--- src/rtl/boot_loader_pkg.sv ---
// Shared types and defaults for the UART boot loader: receive FSM states,
// error codes and the default frame start byte.
package boot_loader_pkg;

    typedef enum logic [3:0] {
        HUNT,
        LEN_HI,
        LEN_LO,
        DATA_HI,
        DATA_LO,
        CHK,
        DRAIN,
        DONE,
        ERROR
    } state_t;

    typedef enum logic [1:0] {
        ERR_NONE     = 2'b00,
        ERR_CHECKSUM = 2'b01,
        ERR_OVERRUN  = 2'b10,
        ERR_TIMEOUT  = 2'b11
    } err_t;

    localparam logic [7:0] MAGIC_DEFAULT = 8'hA5;

endpackage

--- src/rtl/boot_timeout_counter.sv ---
// Inter-byte watchdog: counts enabled idle cycles since the last clear and
// flags the cycle in which the count reaches TIMEOUT_CYCLES.
module boot_timeout_counter #(
    parameter int TIMEOUT_CYCLES = 1000000
) (
    input  logic clk,
    input  logic rst_n,
    input  logic clear,
    input  logic enable,
    output logic expired
);

    localparam int CW = $clog2(TIMEOUT_CYCLES + 1);
    localparam logic [CW-1:0] LAST_IDLE = CW'(TIMEOUT_CYCLES - 1);
    localparam logic [CW-1:0] MAX_COUNT = CW'(TIMEOUT_CYCLES);

    logic [CW-1:0] count_q;

    // NOTE: reset is sampled on the clock edge, so it lives inside the clocked block.
    always_ff @(posedge clk) begin
        if (!rst_n) begin
            count_q <= '0;
        end else if (clear) begin
            count_q <= '0;
        end else if (enable && count_q != MAX_COUNT) begin
            count_q <= count_q + CW'(1);
        end
    end

    // Asserted combinationally so the abort lands on the edge that completes the budget.
    assign expired = enable && !clear && (count_q >= LAST_IDLE);

endmodule

--- src/rtl/uart_boot_loader.sv ---
// Frames the UART byte stream, writes big-endian payload words to memory from
// LOAD_BASE and releases the CPU once the frame checksum verifies.
module uart_boot_loader
    import boot_loader_pkg::*;
#(
    parameter logic [15:0] LOAD_BASE      = 16'h0000,
    parameter int          TIMEOUT_CYCLES = 1000000,
    parameter logic [7:0]  MAGIC          = MAGIC_DEFAULT
) (
    input  logic        clk,
    input  logic        rst_n,
    input  logic        rx_valid,
    input  logic [7:0]  rx_data,
    output logic        mem_wr_req,
    output logic [15:0] mem_addr,
    output logic [15:0] mem_data,
    input  logic        mem_wr_ack,
    output logic        boot_done,
    output logic        boot_err,
    output logic [1:0]  err_code,
    output logic [15:0] words_loaded
);

    state_t      state_q, state_d;
    err_t        err_q, err_val;
    logic        err_set;

    logic [7:0]  len_hi_q;
    logic [15:0] len_q;
    logic [7:0]  byte_hi_q;
    logic [7:0]  sum_q;
    logic [15:0] word_idx_q;
    logic [15:0] words_q;
    logic        chk_ok_q;

    logic        req_q;
    logic [15:0] addr_q;
    logic [15:0] data_q;

    logic        ack_fire;
    logic        magic_hit;
    logic        word_done;
    logic        overrun;
    logic        last_word;
    logic        timer_en;
    logic        timeout;

    assign ack_fire  = req_q && mem_wr_ack;
    assign magic_hit = (state_q == HUNT) && rx_valid && (rx_data == MAGIC);
    assign word_done = (state_q == DATA_LO) && rx_valid;
    // An ack in the same cycle frees the holding register, so that is not an overrun.
    assign overrun   = word_done && req_q && !mem_wr_ack;
    assign last_word = (word_idx_q + 16'd1) == len_q;
    assign timer_en  = !(state_q inside {HUNT, DONE, ERROR});

    boot_timeout_counter #(
        .TIMEOUT_CYCLES(TIMEOUT_CYCLES)
    ) u_timeout (
        .clk    (clk),
        .rst_n  (rst_n),
        .clear  (rx_valid || !timer_en),
        .enable (timer_en),
        .expired(timeout)
    );

    always_ff @(posedge clk) begin
        if (!rst_n) begin
            state_q <= HUNT;
        end else begin
            state_q <= state_d;
        end
    end

    // NOTE: every signal gets a default first, so no path leaves one unassigned (no latch).
    always_comb begin
        state_d = state_q;
        err_set = 1'b0;
        err_val = ERR_NONE;
        unique case (state_q)
            HUNT:    if (magic_hit) state_d = LEN_HI;
            LEN_HI:  if (rx_valid) state_d = LEN_LO;
            LEN_LO:  if (rx_valid) state_d = ({len_hi_q, rx_data} == 16'd0) ? CHK : DATA_HI;
            DATA_HI: if (rx_valid) state_d = DATA_LO;
            DATA_LO: begin
                if (overrun) begin
                    state_d = ERROR;
                    err_set = 1'b1;
                    err_val = ERR_OVERRUN;
                end else if (rx_valid) begin
                    state_d = last_word ? CHK : DATA_HI;
                end
            end
            CHK:     if (rx_valid) state_d = DRAIN;
            DRAIN: begin
                if (!req_q) begin
                    if (chk_ok_q) begin
                        state_d = DONE;
                    end else begin
                        state_d = ERROR;
                        err_set = 1'b1;
                        err_val = ERR_CHECKSUM;
                    end
                end
            end
            DONE:    state_d = DONE;
            ERROR:   state_d = HUNT;
            default: state_d = HUNT;
        endcase
        if (timeout) begin
            state_d = ERROR;
            err_set = 1'b1;
            err_val = ERR_TIMEOUT;
        end
    end

    always_ff @(posedge clk) begin
        if (!rst_n) begin
            len_hi_q   <= '0;
            len_q      <= '0;
            byte_hi_q  <= '0;
            sum_q      <= '0;
            word_idx_q <= '0;
            words_q    <= '0;
            chk_ok_q   <= 1'b0;
            err_q      <= ERR_NONE;
        end else begin
            if (magic_hit) begin
                sum_q      <= '0;
                word_idx_q <= '0;
                words_q    <= '0;
                chk_ok_q   <= 1'b0;
                err_q      <= ERR_NONE;
            end else begin
                if (rx_valid) begin
                    unique case (state_q)
                        LEN_HI:  len_hi_q <= rx_data;
                        LEN_LO:  len_q    <= {len_hi_q, rx_data};
                        DATA_HI: begin
                            byte_hi_q <= rx_data;
                            sum_q     <= sum_q + rx_data;
                        end
                        DATA_LO: begin
                            sum_q      <= sum_q + rx_data;
                            word_idx_q <= word_idx_q + 16'd1;
                        end
                        CHK:     chk_ok_q <= (rx_data == sum_q);
                        default: ;
                    endcase
                end
                if (ack_fire) words_q <= words_q + 16'd1;
                if (err_set)  err_q   <= err_val;
            end
        end
    end

    // Single-entry write holding register; any abort drops the pending request.
    always_ff @(posedge clk) begin
        if (!rst_n) begin
            req_q  <= 1'b0;
            addr_q <= '0;
            data_q <= '0;
        end else if (err_set) begin
            req_q <= 1'b0;
        end else if (word_done) begin
            req_q  <= 1'b1;
            addr_q <= LOAD_BASE + word_idx_q;
            data_q <= {byte_hi_q, rx_data};
        end else if (ack_fire) begin
            req_q <= 1'b0;
        end
    end

    assign mem_wr_req   = req_q;
    assign mem_addr     = addr_q;
    assign mem_data     = data_q;
    assign boot_done    = (state_q == DONE);
    assign err_code     = err_q;
    assign boot_err     = (err_q != ERR_NONE);
    assign words_loaded = words_q;

endmodule

--- config.mk ---
export PLATFORM = sky130hd
export DESIGN_NAME = uart_boot_loader
export DESIGN_NICKNAME = d
export VERILOG_FILES = /design/src/rtl/boot_loader_pkg.sv /design/src/rtl/boot_timeout_counter.sv /design/src/rtl/uart_boot_loader.sv
export SDC_FILE = /design/constraint.sdc
export NUM_CORES = 1
export LEC_CHECK = 0
export BUFFER_PORTS_ARGS = -buffer_cell sky130_fd_sc_hd__buf_4
export CELL_PAD_IN_SITES_DETAIL_PLACEMENT = 0
export CELL_PAD_IN_SITES_GLOBAL_PLACEMENT = 2
export CORE_MARGIN = 1
export CORE_UTILIZATION = 36
export DETAILED_ROUTE_END_ITERATION = 7
export GPL_TIMING_DRIVEN = 0
export PLACE_DENSITY = 0.84
export REMOVE_ABC_BUFFERS = 1
export SLEW_MARGIN = 40
export SYNTH_ARGS = -nofsm -noshare
export SYNTH_HDL_FRONTEND = slang
export SYNTH_SLANG_ARGS = --single-unit
--- constraint.sdc ---
create_clock -name clk -period 5.4 [get_ports clk]
set_input_delay 0.54 -clock clk [delete_from_list [all_inputs] [get_ports clk]]
set_output_delay 0.54 -clock clk [all_outputs]
set_load 0.1 [all_outputs]
==> reports/metrics.yaml, run 1 <==
area_growth_pct: 19.2
die_w_um: 136
yosysSeqAreaShare_pct: 40.8
synth-warning-count: 0
num_io_pins: 65
viasPerCell: 5.16
cts_buffer_depth: 2
n_antenna_cell: 0
antenna_found_initial: 0
sw_frac_of_total_pct: 20.5
drt_pre_antenna_iters: 5
synth_area_leaders: "dfxtp_1 (41%), mux2i_1 (8.7%), nor2_1 (6.9%), xnor2_1 (5.0%), xor2_1 (3.8%)"
grt_max_degree: 51
clock.fmax_mhz: 339
post-route-drc-count: 0
finalCritPeriodShare_pct: 54.7
switchingPower_uw: 454
grt_usage_pct: 17.4
grt_use_met3_pct: 4.14
layout.cells.non_filler: 1032
end_kind: "flip-flop"
io_buffer_count: 64
synthCells: 742
p_leak_nw: 3.00
num_vias: 5329
synth_top_cell_area_share_pct: 40.8
status: "completed"
clock_power_share_pct: 53.9
max_slew_margin_pct: 46.2
nets: 818
grtUsageMet1_pct: 22.6
synth_edf_count: 0
clock_latency_ps: 420
clkSlewWorstSetupHoldPaths_ps: 60
drive_gt1_share_pct: 15.9
fin_total_pwr_mw: 2.22
synth_cell_types: 68
vdd_ir_drop_max_mv: 0.228
num_rows: 48
gr-total-overflow: 0
cts_sinks: 132
yosysMostFrequentCell: "dfxtp_1"
holdPathStages: 3
dp.cells: 1000
ant_nets: 0
cts_resized: 0
slew_violations: 0
synth_largest_area_cell: "dfxtp_1"
p_per_area_mw_per_mm2: 287
finalCriticalPeriod_ps: 2950
synthFlopType: "dfxtp_1"
place_hpwl_um: 10800
post_cts_buffers: 0
required_ps: 5700
cp.arrival_ps: 3260
grt_pass1_wl_um: 25300
synth_common_cells: "dfxtp_1 (132), nor2_1 (119), mux2i_1 (56), nand2_1 (47), nand3_1 (47)"
p_int_mw: 1.76
cts_hold_buf: 0
synthArstFlopShare_pct: 0
top_usage_layer: "met2"
finalSetupTns_ps: 0
root_buffer: "clkbuf_16"
start_util_pct: 37.2
grt_use_met2_pct: 27.6
hold_class: "primary input to flip-flop"
routabilityCongestion: 0.835
drt-wirelength-per-cell_um: 14.7
crit_fanout: 19
die_h_um: 136
syn_avg_cell_area_um2: 8.72
worst-slew-pin-transition_ps: 805
ys_ff_latch: 132
rsz0062_at_grt: "no"
cts_max_level: 4
setup_viol: 0
maxCapViolCount: 0
skew_ps: 6.70
coreArea_mm2: 0.0174
cts_tree: "done"
seq_power_share_pct: 44.0
fillers: 1713
rr_worst_depth: 9
die_area_mm2: 0.0185
drtIter0Drc: 293
hold_viol: 0
totalWireLength_um: 15200
power_frac_comb_pct: 2.2
syn_area_mm2: 0.00647
worst-setup-path-type: "flip-flop to flip-flop"
start_kind: "flip-flop"
grt_pass1_vias: 5104
cts_buffers: 17
-- worst paths after layout --
path / startpoint / to / slack (ps)
worst max register to register: state_q[2] / mem_addr[13] / 2450
worst max-delay path: state_q[2] / mem_addr[13] / 2450
worst min register to register: len_q[15] / len_q[15] / 470
worst min-delay path: rx_data[1] / len_q[1] / 420
-- state kept, by name, summed over array words and instances, names as in the netlist, 2 cells and up --
name               count
sum_q                  8
mem_data              16
len_hi_q               8
state_q                4
byte_hi_q              8
u_timeout.count_q     20
word_idx_q            16
words_loaded          16
err_code               2
mem_addr              16
len_q                 16
-- cell type report --
cell class                 instances  area, µm²  area share, %
multi-input combinational        548       3540           46.0
sequential                       132       2640           34.3
timing repair buffer              75        551           7.14
clock buffer                      24        492           6.38
tap                              225        282           3.65
clock inverter                     8        123           1.59
inverter                          20       77.6           1.01
-- cell usage in the layout, fill, tap and decap left out, types with 10 or more instances in the layout --
cell / Yosys / routed
nor2_1: 119 / 119
clkbuf_16: 0 / 17
xor2_1: 28 / 28
inv_1: 18 / 17
o21ai_0: 20 / 20
nor4_1: 13 / 13
nand3_1: 47 / 47
ha_1: 11 / 11
nand2_1: 47 / 47
or3_1: 12 / 12
dfxtp_1: 132 / 132
xnor2_1: 37 / 37
mux2i_1: 56 / 56
a21oi_1: 41 / 40
buf_4: 5 / 64
buf_2: 12 / 10
nor3_1: 14 / 14
-- stage by stage --
step	worst slack [ps]	cell area (µm²)	util (%)	hold WS [ps]
2_1_floorplan	1400	6250	-	448
3_3_place_gp	33.7	7010	40.3	461
3_5_place_dp	2320	7100	40.7	468
4_1_cts	2430	7710	44.3	416
5_1_grt	2250	7710	44.3	426
6_report	2450	7710	44.3	422
-- power by group through the flow --
stage,Sequential (mW),Combinational (mW),Clock (mW)
final,0.975,0.0480,1.19
after global routing,0.974,0.0531,1.27
after CTS,0.974,0.0486,1.22
after detailed placement,0.996,0.0483,0
after global placement,0.996,0.0453,0
after floorplan,0.996,0.0216,0
-- critical path, cell delays in order, from the launching register on --
cell	delay [ps]
dfxtp_1	690
nor3b_4	220
and4_1	320
o211ai_1	440
buf_2	290
buf_2	210
buf_2	210
buf_2	210
mux2i_1	200
nor2_1	50
-- kinds of logic (layout without fill, tap and decap cells) --
| kind of cell | count (synthesis) | in the layout | synth area share [%] |
|---|---|---|---|
| simple gates | 320 | 320 | 25.4 |
| mux | 56 | 56 | 8.66 |
| buf+inv | 62 | 127 | 4.60 |
| xor+xnor | 65 | 65 | 8.80 |
| fa+ha+maj | 12 | 12 | 2.44 |
| flops | 132 | 132 | 40.8 |
| compound gates | 95 | 95 | 9.24 |
-- per-layer routing --
layer,vias to the layer above,wire (µm)
met5,-,0
met4,0,263
met3,20,658
met2,111,6870
met1,2519,7370
li1,2679,-
(Power assumes the default switching activity.)
==> run 2, diff against run 1 <==
Settings changed: CORE_UTILIZATION 36 to 33, PLACE_DENSITY 0.84 to 0.81.
Clock period 5.4 ns to 2.65 ns, I/O delays scaled along.
==> run 2 against run 1 <==
Compared with the run above: clock power up 97%; routed wire length up 1.5%; die area up 9.0%; largest cell class unchanged; clock skew up 2.6 ps; critical endpoint is now mem_addr[11]; via count unchanged; global-route usage down 1.1 points; first-iteration DRC count down 8.9%; count of clock-buffer cells in the layout down 5; register-to-register slack worse by 2300 ps; sequential share of layout area down 0.25 points; critical path depth unchanged; final cell count up 3.9%.
==> reports/metrics.yaml, run 2 (synthesis results as in run 1) <==
status: "completed"
largest_register: "u_timeout.count_q"
grt_usage_pct: 16.3
cts_buffers: 17
holdPathStages: 2
hold_class: "primary input to flip-flop"
p_per_area_mw_per_mm2: 570
p_leak_nw: 3.01
drive_gt1_share_pct: 17.0
finalSetupTns_ps: 0
nets: 823
seq_power_share_pct: 44.7
io_buffer_count: 64
cp_top_family: "buffers and inverters"
fillers: 1898
cp_num_buf_inv: 4
required_ps: 2950
start_kind: "flip-flop"
clock.fmax_mhz: 405
num_vias: 5329
place_hpwl_um: 10900
final_common_cell: "dfxtp_1"
cp.arrival_ps: 2770
cts_buffer_depth: 2
finalCritPeriodShare_pct: 93.1
slowest_delay_ps: 500
cts_tree: "done"
area_growth_pct: 20.3
power_frac_comb_pct: 2.3
holdWs_ps: 142
max_slew_margin_pct: 45.8
grt_pass1_wl_um: 25800
viasPerCell: 4.97
vdd_ir_drop_max_mv: 0.421
num_io_pins: 65
drt-wirelength-per-cell_um: 14.4
ant_nets: 0
cpMostUsedCell: "buf_2"
layout_common_cells: "dfxtp_1 (129), nor2_1 (119), buf_4 (70)"
cts_max_level: 4
routabilityCongestion: 0.810
hold_path_end: "mem_wr_req"
crit_chain: "nor3b_4 -> and4_1 -> o211ai_1 -> buf_2 -> buf_2 -> buf_2 -> buf_2 -> mux2i_1 -> nor2_1"
n_antenna_cell: 0
antenna_found_initial: 0
r2r-start: "state_q[3]"
min_from: "rst_n"
clock_power_share_pct: 53.0
die_area_mm2: 0.0202
p_int_mw: 3.43
largest_register_ffs: 20
coreArea_mm2: 0.0190
drtIter0Drc: 267
slew_violations: 0
die_w_um: 142
finalCriticalPeriod_ps: 2470
num_rows: 50
start_util_pct: 34.1
post-route-drc-count: 0
rr_worst_depth: 9
setup_viol: 0
skew_ps: 9.28
grt_max_degree: 49
gr-total-overflow: 0
clock_latency_ps: 420
critPathSlowestCell: "dfxtp_1"
r2r_slack_ps: 180
worst-slew-pin-transition_ps: 805
switchingPower_mw: 1.00
hold_viol: 0
grt_pass1_vias: 5082
totalWireLength_um: 15400
clkSlewWorstSetupHoldPaths_ps: 60
cts_hold_buf: 0
end_kind: "flip-flop"
cts_sinks: 132
die_h_um: 142
root_buffer: "clkbuf_16"
sw_frac_of_total_pct: 22.6
worst-setup-path-type: "flip-flop to flip-flop"
crit_fanout: 5
maxCapViolCount: 0
drt_pre_antenna_iters: 4
reg2reg_to: "mem_addr[11]"
==> run 2: cell types whose count changed in the layout (fill, tap and decap cells not counted), sizes merged <==
cell      before  now
clkinvlp       3    5
bufinv         3    2
clkinv         2    3
clkbuf        24   19
buf           75   80
inv           20   23
==> run 2: repair_timing <==
item | in CTS | in global routing
setup buffers | 1 | 4
endpoints found under the setup margin | 17 | 10
pin swaps | 1 | 1
gates resized for setup | 4 | 0
==> run 2: metrics by stage <==
| stage | power [mW] | area [µm²] | cells | setup WS (ps) | utilization, % |
|---|---|---|---|---|---|
| after global routing | 4.61 | 7790 | 1072 | -1.29 | 41.1 |
| after CTS | 4.51 | 7740 | 1067 | 48.0 | 40.9 |
| after global placement | 2.12 | 7050 | 1024 | -2650 | 37.2 |
| final | 4.44 | 7790 | 1072 | 184 | 41.1 |
| after floorplan | 2.07 | 6250 | 700 | -1350 | - |
| after detailed placement | 2.13 | 7140 | 1034 | -319 | 37.7 |
==> run 2: worst max-delay path by stage <==
stage	cells past startpoint	slack, ps	end	start
final	9	180	mem_addr[11]	state_q[3]
after floorplan	5	-1350	mem_wr_req	state_q[2]
after global routing	9	-1	mem_addr[11]	state_q[1]
after CTS	9	50	mem_addr[11]	state_q[0]
after global placement	5	-2650	mem_wr_req	state_q[2]
after detailed placement	9	-320	mem_addr[11]	state_q[2]
==> run 2: metal layers <==
metal  wire length [µm]  part of all wire, %  up-vias  track usage [%]
met5                  0                    0        -                0
met4                173                  1.1        0             5.66
met3                714                  4.6       16             4.48
met2               6910                   45      107             25.1
met1               7600                   49     2520             21.8
li1                   -                    -     2686                -
==> run 2: cell type report <==
class	instances	area, µm²	share of cell area, %
clock buffers	19	443	5.69
clock inverters	13	150	1.93
inverters	20	77.6	0.996
multi-input cells	548	3540	45.5
flip-flops and latches	132	2650	34.0
well taps	260	325	4.18
repair buffers	80	597	7.67
==> run 2: power by group through the flow <==
| stage | Combinational, mW | Clock [mW] | Sequential [mW] |
|---|---|---|---|
| after floorplan | 0.0440 | 0 | 2.03 |
| after global placement | 0.0929 | 0 | 2.03 |
| after detailed placement | 0.0999 | 0 | 2.03 |
| after CTS | 0.102 | 2.42 | 1.98 |
| after global routing | 0.110 | 2.52 | 1.98 |
| final | 0.100 | 2.35 | 1.98 |
==> run 2: worst register-to-register path, cell delays in order, from the launching register on <==
cell      delay (ps)
dfxtp_1          500
nor3b_4           80
and4_1           270
o211ai_1         360
buf_2            260
buf_2            210
buf_2            210
buf_2            210
mux2i_1          190
nor2_1            60
==> run 3, diff against run 2 <==
Settings changed: ABC_AREA from default to 1, BUFFER_PORTS_ARGS -buffer_cell sky130_fd_sc_hd__buf_4 to -buffer_cell sky130_fd_sc_hd__buf_2, CORE_UTILIZATION 33 to 30.
==> run 3 against run 2 <==
Compared with the run above: sequential share of layout area decreased by 0.81 points; design area increased by 2.2%; largest power group unchanged; first-iteration DRC count increased by 22%; global-route usage increased by 0.66 points; combinational power increased by 140%; critical endpoint is now mem_data[13]; non-clock buffer count decreased by 7; critical path type unchanged; clock skew increased by 1.5 ps; count of clock-buffer cells in the layout increased by 8.
==> reports/metrics.yaml, run 3 <==
status: "completed"
met2_length_um: 8680
place_hpwl_um: 13200
clkSlewWorstSetupHoldPaths_ps: 60
gr-total-overflow: 0
clock.fmax_mhz: 410
grt_pass1_wl_um: 30300
drt-met1-wl_um: 9320
synth_area_leaders: "dfxtp_1 (39%), nand2_1 (12%), a21oi_1 (8.5%), inv_1 (5.9%), nand4_1 (5.1%)"
finalCritPeriodShare_pct: 91.9
cts_tree: "done"
coreArea_mm2: 0.0219
end_kind: "flip-flop"
multi_input_area_mm2: 0.00353
p_per_area_mw_per_mm2: 561
p_leak_nw: 3.08
synth_edf_count: 0
largest_register: "u_timeout.count_q"
max_slew_margin_pct: 51.5
die_h_um: 152
synth_cell_types: 38
routabilityCongestion: 0.814
drtIter0Drc: 325
worst-setup-path-type: "flip-flop to flip-flop"
drt-wirelength-per-cell_um: 14.3
num_io_pins: 65
grt_usage_pct: 17.0
cts_sinks: 132
yosysMostFrequentCell: "nand2_1"
cts_max_level: 4
grt_pass1_vias: 5873
synthArstFlopShare_pct: 0
ys_ff_latch: 132
post-route-drc-count: 0
finalCriticalPeriod_ps: 2440
root_buffer: "clkbuf_16"
top_layer: "met4"
totalWireLength_um: 18900
synth_largest_area_cell: "dfxtp_1"
vdd_ir_drop_max_mv: 0.378
die_w_um: 152
cts_buffer_depth: 2
num_rows: 54
hold_class: "primary input to flip-flop"
synth_common_cells: "nand2_1 (215), dfxtp_1 (132), a21oi_1 (114), inv_1 (105), nor2_1 (89)"
drt_pre_antenna_iters: 5
syn_avg_cell_area_um2: 6.91
grt_max_degree: 45
fillers: 2433
syn_area_mm2: 0.00673
required_ps: 2920
die_area_mm2: 0.0230
synthFlopType: "dfxtp_1"
num_vias: 6314
n_antenna_cell: 0
cts_hold_buf: 0
nets: 1054
synthCells: 974
worst-slew-pin-transition_ps: 726
maxCapViolCount: 0
cp.arrival_ps: 2700
drive_gt1_share_pct: 13.3
setup_viol: 0
yosysSeqAreaShare_pct: 39.3
clock_latency_ps: 420
skew_ps: 10.8
ant_nets: 0
dp.cells: 1288
cts_buffers: 17
largest_register_ffs: 20
crit_fanout: 16
fin_total_pwr_mw: 4.47
fin_util_pct: 36.3
layout_common_cells: "nand2_1 (214), dfxtp_1 (132), a21oi_1 (114)"
regArea_mm2: 0.00264
synth_top_cell_area_share_pct: 39.3
fin_area_mm2: 0.00796
holdWs_ps: 198
io_buffer_count: 64
layout.cells.non_filler: 1321
viasPerCell: 4.78
start_kind: "flip-flop"
rsz0062_at_grt: "no"
antenna_found_initial: 0
synth-warning-count: 0
start_util_pct: 30.7
placed_cell_area_mm2: 0.00736
wl_met3_um: 649
area_growth_pct: 18.3
hold_viol: 0
final_common_cell: "nand2_1"
slew_violations: 0
## run 3: changes by cell type after synthesis, sizes merged, moves of 28 or more
cell   before  now
mux2i      56    0
nand2      49  219
o21ai      20   54
nand4       7   55
xnor2      37    9
a21oi      41  114
inv        20  110
## run 3: layout make-up
class	count	area share (%)
Clock inverter	3	0.220
Timing Repair Buffer	73	5.72
Inverter	113	5.36
Sequential cell	132	33.2
Tap cell	280	4.40
Multi-Input combinational cell	693	44.4
Clock buffer	27	6.70
## run 3: cell families after synthesis
group / Yosys count / synth area share (%)
xor+xnor: 24 / 3.13
buf+inv: 150 / 8.89
simple gates: 475 / 32.5
flops: 132 / 39.3
fa+ha+maj: 12 / 2.34
compound gates: 181 / 13.8
## run 3: where the power goes
part | internal, mW | switching, mW
registers | 2.00 | 0.0162
logic | 0.0644 | 0.176
clock network | 1.36 | 0.848
## run 3: repair_timing
action | in CTS | in global routing
pin swaps | 1 | 1
resized for setup | 0 | 4
buffers inserted | 0 | 2
hold endpoints to repair | 0 | 0
gates cloned | 0 | 1
setup endpoints to repair | 1 | 34
## run 3: final timing paths
check                                  start            to  slack [ps]  cells after the start
worst max-delay path              state_q[0]  mem_data[13]         210                      8
worst min-delay path              rx_data[1]   mem_data[1]         200                      3
worst max register to register    state_q[0]  mem_data[13]         210                      8
worst min register to register  mem_data[12]  mem_data[12]         460                      2
## run 3: metrics by stage
| stage | TNS [ps] | worst slack [ps] |
|---|---|---|
| finish | 0 | 214 |
| global route | 0 | 66.2 |
| CTS | 0 | 20.4 |
| detailed placement | -1310 | -125 |
| global placement | -160740 | -2790 |
| floorplan | -45890 | -1190 |
## run 3: layer usage
| metal | track usage (%) | vias up |
|---|---|---|
| li1 | - | 3343 |
| met1 | 22.9 | 2871 |
| met2 | 26.9 | 89 |
| met3 | 3.56 | 11 |
| met4 | 5.00 | 0 |
| met5 | 0 | - |
## run 3: worst max-delay path, stage by stage, from the launching register on
cell and delay, ps:
dfxtp_1 520, inv_1 120, nor3_2 350, a21oi_1 150, nand4_1 340, buf_4 290
nand3_4 280, nand2_1 140, a21oi_1 70
